==> src/rtl/mips_lite_pkg.sv <==
// Shared types for the mips-lite register-file writeback path: data/address widths,
// the hardwired-zero register index and the queued writeback request.
package mips_lite_pkg;

  localparam int DATA_W = 8;
  localparam int ADDR_W = 3;

  localparam logic [ADDR_W-1:0] REG_ZERO = '0;

  typedef struct packed {
    logic [ADDR_W-1:0] rd;
    logic [DATA_W-1:0] data;
  } wb_req_t;

endpackage

==> src/rtl/wb_fifo.sv <==
// Circular storage for pending register writebacks: pointers, occupancy count,
// full/empty flags, and a view of every slot so the parent can search by age.
module wb_fifo
  import mips_lite_pkg::*;
#(
  parameter int DEPTH = 4
) (
  input  logic                      clk,
  input  logic                      i_rst_n,
  input  logic                      i_push,
  input  logic                      i_pop,
  input  logic                      i_flush,
  input  wb_req_t                   i_req,
  output wb_req_t                   o_head,
  output wb_req_t [DEPTH-1:0]       o_mem,
  output logic [$clog2(DEPTH)-1:0]  o_rd_ptr,
  output logic [$clog2(DEPTH):0]    o_count,
  output logic                      o_full,
  output logic                      o_empty
);

  localparam int PTR_W = $clog2(DEPTH);
  localparam int CNT_W = PTR_W + 1;

  wb_req_t [DEPTH-1:0] r_mem;
  logic [PTR_W-1:0]    r_wr_ptr;
  logic [PTR_W-1:0]    r_rd_ptr;
  logic [CNT_W-1:0]    r_count;
  logic                w_push;

  assign w_push = i_push & ~i_flush;

  // Entry storage is deliberately left unreset; occupancy alone decides validity.
  always_ff @(posedge clk) begin
    if (w_push) r_mem[r_wr_ptr] <= i_req;
  end

  always_ff @(posedge clk or negedge i_rst_n) begin
    if (!i_rst_n) begin
      r_wr_ptr <= '0;
      r_rd_ptr <= '0;
      r_count  <= '0;
    end else if (i_flush) begin
      r_wr_ptr <= '0;
      r_rd_ptr <= '0;
      r_count  <= '0;
    end else begin
      if (w_push) r_wr_ptr <= r_wr_ptr + PTR_W'(1);
      if (i_pop)  r_rd_ptr <= r_rd_ptr + PTR_W'(1);
      case ({w_push, i_pop})
        2'b10:   r_count <= r_count + CNT_W'(1);
        2'b01:   r_count <= r_count - CNT_W'(1);
        default: r_count <= r_count;
      endcase
    end
  end

  assign o_head   = r_mem[r_rd_ptr];
  assign o_mem    = r_mem;
  assign o_rd_ptr = r_rd_ptr;
  assign o_count  = r_count;
  assign o_full   = (r_count == CNT_W'(DEPTH));
  assign o_empty  = (r_count == '0);

endmodule

==> src/rtl/reg_wb_queue.sv <==
// Writeback queue in front of the register-file write port with newest-value operand
// bypass. Define WB_BYPASS_EN for bypass; otherwise a hazard interlock stalls wb_ready.
module reg_wb_queue
  import mips_lite_pkg::*;
#(
  parameter int DEPTH = 4
) (
  input  logic                     clk,
  input  logic                     rst,
  input  logic                     wb_valid,
  output logic                     wb_ready,
  input  logic [ADDR_W-1:0]        wb_rd,
  input  logic [DATA_W-1:0]        wb_data,
  input  logic                     flush,
  input  logic                     rf_hold,
  output logic                     reg_write,
  output logic [ADDR_W-1:0]        rd_in,
  output logic [DATA_W-1:0]        from_reg_src,
  input  logic [ADDR_W-1:0]        rs_in,
  input  logic [ADDR_W-1:0]        rt_in,
  output logic                     rs_hit,
  output logic                     rt_hit,
  output logic [DATA_W-1:0]        rs_fwd,
  output logic [DATA_W-1:0]        rt_fwd,
  output logic [$clog2(DEPTH):0]   pend_cnt
);

  localparam int PTR_W = $clog2(DEPTH);
  localparam int CNT_W = PTR_W + 1;

  wb_req_t              w_req;
  wb_req_t              w_head;
  wb_req_t [DEPTH-1:0]  w_mem;
  logic [PTR_W-1:0]     w_rd_ptr;
  logic [CNT_W-1:0]     w_count;
  logic                 w_full;
  logic                 w_empty;
  logic                 w_push;
  logic                 w_pop;
  logic                 w_hazard;

  assign w_req = '{rd: wb_rd, data: wb_data};

  wb_fifo #(.DEPTH(DEPTH)) u_fifo (
    .clk      (clk),
    .i_rst_n  (rst),
    .i_push   (w_push),
    .i_pop    (w_pop),
    .i_flush  (flush),
    .i_req    (w_req),
    .o_head   (w_head),
    .o_mem    (w_mem),
    .o_rd_ptr (w_rd_ptr),
    .o_count  (w_count),
    .o_full   (w_full),
    .o_empty  (w_empty)
  );

  assign w_pop    = ~w_empty & ~rf_hold & ~flush;
  assign wb_ready = (~w_full | w_pop) & ~w_hazard;
  // Writes to $0 complete the handshake but are never queued.
  assign w_push   = wb_valid & wb_ready & (wb_rd != REG_ZERO) & ~flush;

  assign reg_write    = w_pop;
  assign rd_in        = w_empty ? '0 : w_head.rd;
  assign from_reg_src = w_empty ? '0 : w_head.data;
  assign pend_cnt     = w_count;

`ifdef WB_BYPASS_EN
  logic [PTR_W-1:0] w_idx;

  // Walk oldest to newest so the youngest matching entry overwrites earlier ones.
  always_comb begin
    w_idx    = '0;
    rs_hit   = 1'b0;
    rt_hit   = 1'b0;
    rs_fwd   = '0;
    rt_fwd   = '0;
    w_hazard = 1'b0;
    for (int k = 0; k < DEPTH; k++) begin
      w_idx = w_rd_ptr + PTR_W'(k);
      if (CNT_W'(k) < w_count) begin
        if (rs_in != REG_ZERO && w_mem[w_idx].rd == rs_in) begin
          rs_hit = 1'b1;
          rs_fwd = w_mem[w_idx].data;
        end
        if (rt_in != REG_ZERO && w_mem[w_idx].rd == rt_in) begin
          rt_hit = 1'b1;
          rt_fwd = w_mem[w_idx].data;
        end
      end
    end
  end
`else
  logic [PTR_W-1:0] w_idx;

  assign rs_hit = 1'b0;
  assign rt_hit = 1'b0;
  assign rs_fwd = '0;
  assign rt_fwd = '0;

  always_comb begin
    w_idx    = '0;
    w_hazard = 1'b0;
    for (int k = 0; k < DEPTH; k++) begin
      w_idx = w_rd_ptr + PTR_W'(k);
      if (CNT_W'(k) < w_count &&
          ((rs_in != REG_ZERO && w_mem[w_idx].rd == rs_in) ||
           (rt_in != REG_ZERO && w_mem[w_idx].rd == rt_in)))
        w_hazard = 1'b1;
    end
  end
`endif

endmodule

==> config.mk <==
export PLATFORM = sky130hd
export DESIGN_NAME = reg_wb_queue
export DESIGN_NICKNAME = d
export VERILOG_FILES = /design/src/rtl/mips_lite_pkg.sv /design/src/rtl/wb_fifo.sv /design/src/rtl/reg_wb_queue.sv
export SDC_FILE = /design/constraint.sdc
export NUM_CORES = 1
export LEC_CHECK = 0
export CORE_ASPECT_RATIO = 0.5
export CORE_MARGIN = 1
export CORE_UTILIZATION = 48
export DETAILED_ROUTE_END_ITERATION = 12
export PLACE_DENSITY = 0.77
export SYNTH_ARGS = -nofsm -noshare
export SYNTH_HDL_FRONTEND = slang
export SYNTH_SLANG_ARGS = --single-unit
==> constraint.sdc <==
create_clock -name clk -period 2.84 [get_ports clk]
set_input_delay 0.284 -clock clk [delete_from_list [all_inputs] [get_ports clk]]
set_output_delay 0.284 -clock clk [all_outputs]
set_load 0.1 [all_outputs]
**Word level (Yosys, flattened, before mapping)**

Index checks and enable logic that the tools add are counted.

- Add/sub/neg operators: 6
- Bitwise gates (word level): 13
- Magnitude comparators: 10
- Mux-type cells: 23
- Reduce and logical (&&, ||, !) cells: 24
- Eq/ne operators: 11

Operators with widths:

| operator | count |
|---|---|
| $bmux W11 S2 | 4 |
| $mux W11 | 5 |
| $bwmux W44 | 1 |
| $eq A3 B3 Y1 | 8 |
| $demux W11 S2 | 1 |
| $lt A2 B3 Y1 const B | 5 |
| $logic_and A1 B1 Y1 | 13 |
| $reduce_bool A3 Y1 | 4 |
| $mux W2 | 4 |
| $mux W8 | 1 |
| $and A1 B1 Y1 | 7 |
| $lt A1 B3 Y1 const A | 2 |
| $lt A2 B3 Y1 const A | 2 |
| $mux W3 | 2 |
| $pmux W3 S2 | 1 |
| $not A1 Y1 | 5 |
| $add A2 B1 Y2 const B | 2 |
| $add A2 B2 Y2 const B | 2 |
| $logic_or A1 B1 Y1 | 4 |
| $mux W1 | 4 |
| $reduce_bool A2 Y1 | 2 |
| $add A3 B1 Y3 const B | 1 |
| $eq A3 B3 Y1 const B | 1 |
| $logic_not A3 Y1 | 1 |
| 5 further kinds | 5 |

- Register bits after elaboration: 51
- Input bits: 22
- Output and inout bits: 34

**Logic depth before layout (Yosys ltp)**

Gate-level depths: netlist (run 1).

- Depth after elaboration: 19
- Depth in mapped cells: 12

**Cells and area by module**

From an unflattened synthesis (run 1), not the netlist that was laid out.

- Cell total of the unflattened synthesis: 207
- Area total of the unflattened synthesis: 3017.9 um^2

Modules (own cells, without submodules):

| module | instances | area each (um^2) | cells each |
|---|---|---|---|
| wb_fifo | 1 | 2034.5 | 100 |
| reg_wb_queue | 1 | 983.4 | 107 |

**Least setup slack after synthesis (run 1)**

Ideal clock, no wire load.

- Kind: register to output
- Start: reg u_fifo.r_count[1], in the netlist u_fifo.o_count[1]
- End: out rd_in[1]
- Data required time: 2.556 ns
- Arrival time: 4.068 ns
- Stages on the path, launching flop included: 6
- Path buffers: 1
- Setup slack: -1.512 ns
- Path through: dfrtp_1 -> inv_1 -> ha_1 -> nor2b_1 -> clkbuf_1 -> a211oi_1

- Word-level cells in the longest chain between the ends: 2

Ends and longest elaborated chain:

| item | line | text |
|---|---|---|
| from (decl) | wb_fifo.sv:28 | `logic [CNT_W-1:0] r_count;` |
| from (signal assigned) | wb_fifo.sv:51 | `2'b10: r_count <= r_count + CNT_W'(1);` |
| from (signal assigned) | wb_fifo.sv:52 | `2'b01: r_count <= r_count - CNT_W'(1);` |
| from (signal assigned) | wb_fifo.sv:53 | `default: r_count <= r_count;` |
| $logic_not A3 Y1 | wb_fifo.sv:63 | `assign o_empty = (r_count == '0);` |
| $mux W3 | reg_wb_queue.sv:65 | `assign rd_in = w_empty ? '0 : w_head.rd;` |
| to (decl) | reg_wb_queue.sv:17 | `output logic [ADDR_W-1:0] rd_in,` |

No other way between the ends.

**Worst setup path in the final report (run 1)**

- Start: reg u_fifo.r_rd_ptr[0], in the netlist u_fifo.o_rd_ptr[0]
- End: reg u_fifo.r_mem, in the netlist u_fifo.o_mem[24] (enable)

- Word-level cells in the longest chain between the ends: 16
- Elaborated cells between the ends (all ways): 45
- Classes of those cells: add/sub (3); eq/ne (8); mux (12); bitwise (6); reduce/logical (16)

Ends and longest elaborated chain:

| item | line | text |
|---|---|---|
| from (decl) | wb_fifo.sv:27 | `logic [PTR_W-1:0] r_rd_ptr;` |
| from (signal assigned) | wb_fifo.sv:49 | `if (i_pop) r_rd_ptr <= r_rd_ptr + PTR_W'(1);` |
| $add A2 B1 Y2 or $bmux W11 S2 (tied branches) | reg_wb_queue.sv:106, reg_wb_queue.sv:108, reg_wb_queue.sv:109 |  |
| $bmux W11 S2 or $mux W11 (tied branches) | reg_wb_queue.sv:108, reg_wb_queue.sv:109 |  |
| $mux W11 (not written as such) (tied with other cells) | reg_wb_queue.sv:108, reg_wb_queue.sv:109 |  |
| $eq A3 B3 Y1 (tied with other cells) | reg_wb_queue.sv:108 | `((rs_in != REG_ZERO && w_mem[w_idx].rd == rs_in) \|\|` |
| $logic_and A1 B1 Y1 (tied with other cells) | reg_wb_queue.sv:108 |  |
| $logic_or A1 B1 Y1 or $logic_and A1 B1 Y1 (tied branches) | reg_wb_queue.sv:108, reg_wb_queue.sv:107 |  |
| $logic_and A1 B1 Y1 or $mux W1 (tied branches) | reg_wb_queue.sv:107 | `if (CNT_W'(k) < w_count &&` |
| $mux W1 (2 in a row) | reg_wb_queue.sv:107 |  |
| $mux W1 (*) | reg_wb_queue.sv:107 |  |
| $not A1 Y1 (*) | reg_wb_queue.sv:60 | `assign wb_ready = (~w_full \| w_pop) & ~w_hazard;` |
| $and A1 B1 Y1 (*) | reg_wb_queue.sv:60 |  |
| $and A1 B1 Y1 (*) (3 in a row) | reg_wb_queue.sv:62 | `assign w_push = wb_valid & wb_ready & (wb_rd != REG_ZERO) & ~flush;` |
| $and A1 B1 Y1 (*) | wb_fifo.sv:31 | `assign w_push = i_push & ~i_flush;` |
| to (signal, indexed assignment) | wb_fifo.sv:35 | `if (w_push) r_mem[r_wr_ptr] <= i_req;` |
| to (decl) | wb_fifo.sv:25 | `wb_req_t [DEPTH-1:0] r_mem;` |

Mark *: on every way between the ends. The rest lies on a longest branch, timed or not. The select of a mux whose other input is x is not followed.
A chain may end at the register's enable or synchronous reset.

==> results of run 1 <==
-- cells in the mapped netlist (2+ instances only) --
cell type	count	area (um2)
and2_1	4	25.0
a211oi_1	3	22.5
mux4_1	2	52.6
nor3_1	4	20.0
nand2_1	7	26.3
ha_1	8	100
or2_2	2	12.5
a21oi_1	4	20.0
nor2_1	16	60.1
xnor2_1	12	105
edfxtp_1	44	1320
dfrtp_1	7	175
o21ba_2	2	20.0
buf_6	2	22.5
mux2i_4	2	45.0
inv_1	4	15.0
nor3b_1	2	15.0
a211o_1	2	17.5
buf_4	18	135
buf_2	3	15.0
o22ai_1	2	12.5
o21ai_1	2	10.0
nand2b_1	3	18.8
clkbuf_1	4	15.0
nor2b_1	17	106
xor2_1	11	96.3
mux2i_1	13	130
o21ai_0	3	15.0
o31ai_1	2	15.0
mux4_2	13	293
buf_1	2	7.51
-- cell families (layout without fill, tap and decap cells) --
family / after synthesis / in the layout / synth area share, %
AOI/OAI and AO/OA: 31 / 31 / 7.78
xor gates and xnor gates: 23 / 23 / 6.36
other: 1 / 18 / 0.118
and+or+nand+nor: 60 / 61 / 10.3
adders and majority gates: 8 / 8 / 3.16
muxes: 33 / 33 / 17.6
buffers and inverters: 35 / 68 / 7.42
DFF: 51 / 51 / 47.2
-- worst register-to-register path, stage by stage, from the launching register on --
cell,delay [ns]
dfrtp_2,0.46
mux4_2,0.62
mux2i_1,0.21
o22ai_1,0.10
a22oi_2,0.21
nand4_2,0.12
a21oi_4,0.17
nand2_4,0.09
nor2_4,0.20
and2_4,0.29
-- final cells by class --
type / count / area, um2 / area share [%]
clock inverters: 3 / 25.0 / 0.619
clock buffers: 5 / 125 / 3.09
flip-flops and latches: 51 / 1500 / 37.1
multi-input cells: 174 / 1590 / 39.2
inverters: 4 / 15.0 / 0.371
repair buffers: 56 / 682 / 16.9
well taps: 88 / 110 / 2.72
-- routing by layer --
layer | share of wire, % | up-vias | track usage [%]
li1 | - | 953 | -
met1 | 48 | 978 | 28.9
met2 | 47 | 59 | 32.9
met3 | 3.5 | 12 | 3.27
met4 | 1.6 | 0 | 7.23
met5 | 0 | - | 0
-- power by group --
part	internal [mW]	total, mW	switching [mW]
clock	0.329	0.601	0.271
sequential	0.908	0.990	0.0818
combinational	1.01	2.64	1.63
-- final timing paths --
path	slack, ns	startpoint	cells after the start	endpoint
max in group asynchronous	2.35	rst	1	u_fifo.o_rd_ptr[0]$_DFFE_PN0P_
min	0.24	rst	1	u_fifo.o_rd_ptr[1]$_DFFE_PN0P_
max	0.07	u_fifo.o_rd_ptr[0]$_DFFE_PN0P_	9	u_fifo.o_mem[24]$_DFFE_PP_
max reg2reg	0.07	u_fifo.o_rd_ptr[0]$_DFFE_PN0P_	9	u_fifo.o_mem[24]$_DFFE_PP_
min reg2reg	0.66	u_fifo.r_wr_ptr[1]$_DFFE_PN0P_	2	u_fifo.r_wr_ptr[1]$_DFFE_PN0P_
min in group clk	0.63	wb_data[1]	1	u_fifo.o_mem[1]$_DFFE_PP_
-- sequential cells by signal, summed over array words and instances, names as in the netlist --
name,count
u_fifo.o_mem,44
u_fifo.o_count,3
u_fifo.o_rd_ptr,2
u_fifo.r_wr_ptr,2
-- through the flow --
step                instances  cell area (um2)
floorplan                 259             3300
global placement          362             3770
detailed placement        362             3770
CTS                       370             3930
global route              381             4050
finish                    381             4050
-- timing repair --
action	in CTS	in global routing
resized for setup	2	7
pin swaps	0	5
cloned	0	2
hold endpoints to repair	0	0
buffers inserted	0	9
endpoints found under the setup margin	23	47
==> run metrics, run 1 <==
buffers from clock root to sink, at most 2; first-pass GRT wire length just over 10000 um; post-route total power approximately 4.2 mW; accumulated negative setup slack 0 ns; most common library cell in the layout ignoring fill and taps edfxtp_1; starting utilization of the core area ~50%; drt initial violations 128; hold crit path type in2async; most frequently used flop master after synthesis edfxtp_1; Yosys warning total 0; library cell used as clock root buffer clkbuf_16; layout cells sized above 1 about a third; Final Setup Violations 0; detailed-route vias per instance around 5.3; Worst path slowest cell mux4_2; via count of the first global-routing pass ~1.9k; data required time of the critical path approximately 2.8 ns; Worst setup SP type register; sequential cell area fraction in the yosys report between 40% and 50%; final critical delay including setup and external delays around 2.8 ns; setup slack at placement about 0.0054 ns; critical path peak fanout 11; Port Buf Inserts 37; DP HPWL roughly 4700 um; crit-path leading delay family multiplexers; area overhead of the layout relative to synthesis 27.7%; final critical-path setup slack about 0.068 ns; clock skew after layout ~0.0074 ns; Layout Utilization between 60% and 70%; Post-Syn Instances between 200 and 250; WS Path Type reg2reg; Crit path buffers/inverters 0; # nets final 322; diode insertion count for antenna repair 0; die footprint a little under 7000 um2; CTS HTree Levels 2; total of fill cells in the finished design 436; gp weighted congestion slightly above 0.9; WP data arrival between 2 and 3 ns; post-synthesis register bit count 51; Num CTS Buffers 5; total via count after detailed routing 2002; mean area per synthesized cell 13.1 um2; num rows 20; Worst-path clk slew 0.07 ns; standby leakage power 1.45 nW; global-route usage over all layers between 20% and 30%; clock tree from TritonCTS built; delay contributed by the slowest stage of the critical path slightly above 0.6 ns; fraction of the cycle the final worst path needs 97.6%; Max-Cap Viols 0; commonest non-fill, non-tap cells in the layout 44 x edfxtp_1, 21 x clkdlybuf4s50_1, 18 x conb_1, 18 x buf_4, 15 x buf_12; final slew viol count 0; cts hold-fix bufs 0; sum of overflow across all layers after global routing 0; number of library cell types mapped by synthesis 53; run status finished, final reports clean; fraction of synthesis flops using an asynchronous set or reset pin about 14%; total power per unit cell area 1050 nW/um2; endpoint kind of the worst setup timing path register; DR WL/cell ~17 um; total count of hold-check failures in the final report 0; die outline height between 50 and 60 um; initial antenna violation count 0; count of clock tree sinks ~50; insertion delay of the later-clocked pin in the worst-skew pair 0.29 ns; post-route worst hold slack 0.243 ns; Peak VDD IR between 0.0008 and 0.0009 V; DRC Markers 0; final antenna-violating net count 0; wire length reported by the detailed router 6560 um; cell-by-cell trace of the critical path mux4_2 -> mux2i_1 -> o22ai_1 -> a22oi_2 -> nand4_2 -> a21oi_4 -> nand2_4 -> nor2_4 -> and2_4; core footprint about 6200 um2; EDFF count, synth 44; I/O pins 56; highest clock frequency the design can meet ~360 MHz; Mapped Area about 3200 um2; maximum number of pins on one net before global-route repair 26; die width 117 um; first-pass iteration count of the detailed router 4; unrepaired setup endpoints after global routing yes
No activity file was read; power rests on OpenSTA's default activity.
==> inputs of run 2 (changes only) <==
--- a/config.mk
+++ b/config.mk
@@ -10,6 +10,7 @@
 export CORE_UTILIZATION = 48
 export DETAILED_ROUTE_END_ITERATION = 12
 export PLACE_DENSITY = 0.77
+export SLEW_MARGIN = 0
 export SYNTH_ARGS = -nofsm -noshare
 export SYNTH_HDL_FRONTEND = slang
 export SYNTH_SLANG_ARGS = --single-unit
==> results of run 2 <==
The final DEF is identical to that of run 1; final timing and power are the same.
==> inputs of run 3 (changes only) <==
--- a/config.mk
+++ b/config.mk
@@ -7,10 +7,11 @@
 export LEC_CHECK = 0
 export CORE_ASPECT_RATIO = 0.5
 export CORE_MARGIN = 1
-export CORE_UTILIZATION = 48
+export CORE_UTILIZATION = 47
 export DETAILED_ROUTE_END_ITERATION = 12
-export PLACE_DENSITY = 0.77
+export PLACE_DENSITY_LB_ADDON = 0.15
 export SLEW_MARGIN = 0
 export SYNTH_ARGS = -nofsm -noshare
 export SYNTH_HDL_FRONTEND = slang
+export SYNTH_HIERARCHICAL = 1
 export SYNTH_SLANG_ARGS = --single-unit
==> run 3 against run 2 <==
Net effect:
- the flow now finishes with violations (setup timing)
- combinational power fell by 54%
- sequential cell count did not move
- wire length fell by 4.8%
- largest power group unchanged
- non-clock buffer count rose by 8
- register-to-register slack got worse by 0.44 ns
- hold slack improved by 0.0089 ns
- critical path depth rose by 4
- clock skew fell by 0.0012 ns
- total power fell by 36%
- setup slack got worse by 0.44 ns
- final cell count fell by 6.0%
==> run metrics, run 3 <==
drt initial violations a little over 100; die outline height between 50 and 60 um; Final Setup Violations 47; share of synthesized cell area in full adder, half adder and majority cells under 10%; most common library cell in the layout ignoring fill and taps edfxtp_1; fraction of synthesis flops using an asynchronous set or reset pin a little over an eighth; Worst-path clk slew approximately 0.070 ns; count of clock tree sinks between 50 and 60; Area after DPL 3710 um2; WS Path Type reg2reg; run status finished with violations; die footprint 6760 um2; Yosys warning total 6; area overhead of the layout relative to synthesis 29.8%; Port Buf Inserts 37; simple logic cell fraction of the synthesized area roughly 9.6%; data required time of the critical path roughly 3.1 ns; # nets final a little under 300; core footprint slightly above 6000 um2; fraction of the cycle the final worst path needs 113%; Synth Area in Compound Gates under 10%; most frequently used cell type in the post-synthesis netlist edfxtp_1; library cell used as clock root buffer clkbuf_16; flip-flop count of the largest register after layout 44; gp weighted congestion approximately 0.89; clock skew after layout between 0.006 and 0.007 ns; highest clock frequency the design can meet ~310 MHz; unrepaired setup endpoints after global routing yes; diode insertion count for antenna repair 0; final slew viol count 0; EDFF count, synth 44; total via count after detailed routing about 1.9k; sum of overflow across all layers after global routing 0; dominant combinational cell family by area after synthesis multiplexers; endpoint kind of the worst setup timing path register; standby leakage power 1.41 nW; first-pass iteration count of the detailed router 4; DR WL/cell between 15 and 20 um; total count of hold-check failures in the final report 0; num rows 20; DRC Markers 0; starting utilization of the core area ~49%; post-route cell area 3920 um2; WP data arrival around 3.4 ns; CTS HTree Levels 2; Peak VDD IR around 0.00039 V; detailed-route vias per instance about 5.3; insertion delay of the later-clocked pin in the worst-skew pair between 0.2 and 0.3 ns; DP HPWL 4380 um; Post-Synth XOR/XNOR Area under 10%; Max-Cap Viols 0; most frequently used flop master after synthesis edfxtp_1; Post-Syn Instances 207; Worst setup SP type register; post-synth top area cell edfxtp_1; initial antenna violation count 0; accumulated negative setup slack -4.32 ns; post-route worst hold slack about 0.25 ns; violated checks setup timing; critical path peak fanout 6; Mapped Area ~3000 um2; leading post-synthesis cells by instance count 44 x edfxtp_1, 20 x buf_4, 14 x nor2b_1, 13 x mux4_2, 11 x xnor2_1; final antenna-violating net count 0; setup slack at placement -0.446 ns; Layout Utilization a little under two thirds; mux share of post-synthesis cell area between 20% and 30%; total power per unit cell area between 600 and 700 nW/um2; layout cells sized above 1 a little over a third; buffers from clock root to sink, at most 2; number of library cell types mapped by synthesis slightly above 40; largest cells by area after synthesis edfxtp_1 44%, mux4_2 9.7%, mux4_1 8.7%, dfrtp_1 5.8%, buf_4 5.0%; cts hold-fix bufs 0; die width 115 um; maximum number of pins on one net before global-route repair 19; mean area per synthesized cell around 15 um2; sequential cell area fraction in the yosys report between 40% and 50%; hold crit path type in2async; global-route usage over all layers between 15 and 20%; I/O pins 56; final critical delay including setup and external delays 3.21 ns; portion of synthesized cell area occupied by the leading cell type a little over two fifths; Num CTS Buffers 5; wire length reported by the detailed router around 6200 um; post-synthesis register bit count slightly above 50; first-pass GRT wire length between 9000 and 10000 um; clock tree from TritonCTS built; commonest non-fill, non-tap cells in the layout 44 x edfxtp_1, 35 x buf_4, 21 x clkdlybuf4s50_1; final critical-path setup slack -0.367 ns; via count of the first global-routing pass 1825
run 3: final cells by class:
class	instances	area (um2)
clock inverter	3	27.5
multi-input combinational	144	1510
timing repair buffer	64	624
sequential	51	1510
clock buffer	5	125
fill	476	2210
inverter	3	11.3
tap	88	110
run 3: cell families after synthesis:
group           after synthesis
mux                          31
compound gates               16
buf+inv                      32
flops                        51
other cells                   1
xor+xnor                     21
simple gates                 50
fa+ha+maj                     5
run 3: routing by layer:
| metal | vias up | wire length (um) | GRT usage [%] |
|---|---|---|---|
| met3 | 8 | 272 | 4.22 |
| met2 | 66 | 3020 | 32.5 |
| met1 | 951 | 2870 | 27.2 |
| li1 | 878 | - | - |
| met4 | 0 | 80 | 6.12 |
| met5 | - | 0 | 0 |
run 3: stage by stage:
step / total power [mW] / instances
2_1_floorplan: 1.78 / 224
6_report: 2.71 / 358
5_1_grt: 2.79 / 358
3_5_place_dp: 2.08 / 346
4_1_cts: 2.71 / 358
3_3_place_gp: 2.07 / 346
run 3: worst paths after layout:
| check | end | slack [ns] | from | cells past startpoint |
|---|---|---|---|---|
| setup / recovery | u_fifo/o_count[2]$_DFFE_PN0P_ | -0.37 | u_fifo/o_rd_ptr[0]$_DFFE_PN0P_ | 13 |
| hold / removal | u_fifo/o_count[1]$_DFFE_PN0P_ | 0.25 | rst | 1 |
| setup reg to reg | u_fifo/o_count[2]$_DFFE_PN0P_ | -0.37 | u_fifo/o_rd_ptr[0]$_DFFE_PN0P_ | 13 |
| hold reg to reg | u_fifo/r_wr_ptr[0]$_DFFE_PN0P_ | 0.63 | u_fifo/r_wr_ptr[0]$_DFFE_PN0P_ | 2 |
| max in group asynchronous | u_fifo/o_count[2]$_DFFE_PN0P_ | 2.31 | rst | 1 |
| min in group clk | u_fifo/o_mem[2]$_DFFE_PP_ | 0.63 | wb_data[2] | 1 |
run 3: timing repair:
item | in CTS | in global routing
cloned | 3 | 0
gates resized for setup | 13 | 7
setup endpoints to repair | 48 | 48
pin swaps | 7 | 3
setup buffers | 5 | 0
run 3: report_power, final:
group / total [mW] / internal (mW) / switching, mW / leakage, nW
clock: 0.609 / 0.334 / 0.275 / 0.0719
combinational: 1.21 / 0.390 / 0.817 / 0.857
sequential: 0.891 / 0.848 / 0.0431 / 0.484
run 3: critical path: stages, from the launching register on:
cell	delay (ns)
dfrtp_2	0.45
mux4_2	0.54
buf_4	0.17
xnor2_1	0.11
o21ai_0	0.10
a21oi_2	0.08
a2111oi_4	0.38
and3_4	0.25
nor2b_4	0.14
nor2b_2	0.05
fa_2	0.35
and3b_1	0.21
o21ai_1	0.12
nor3b_2	0.16
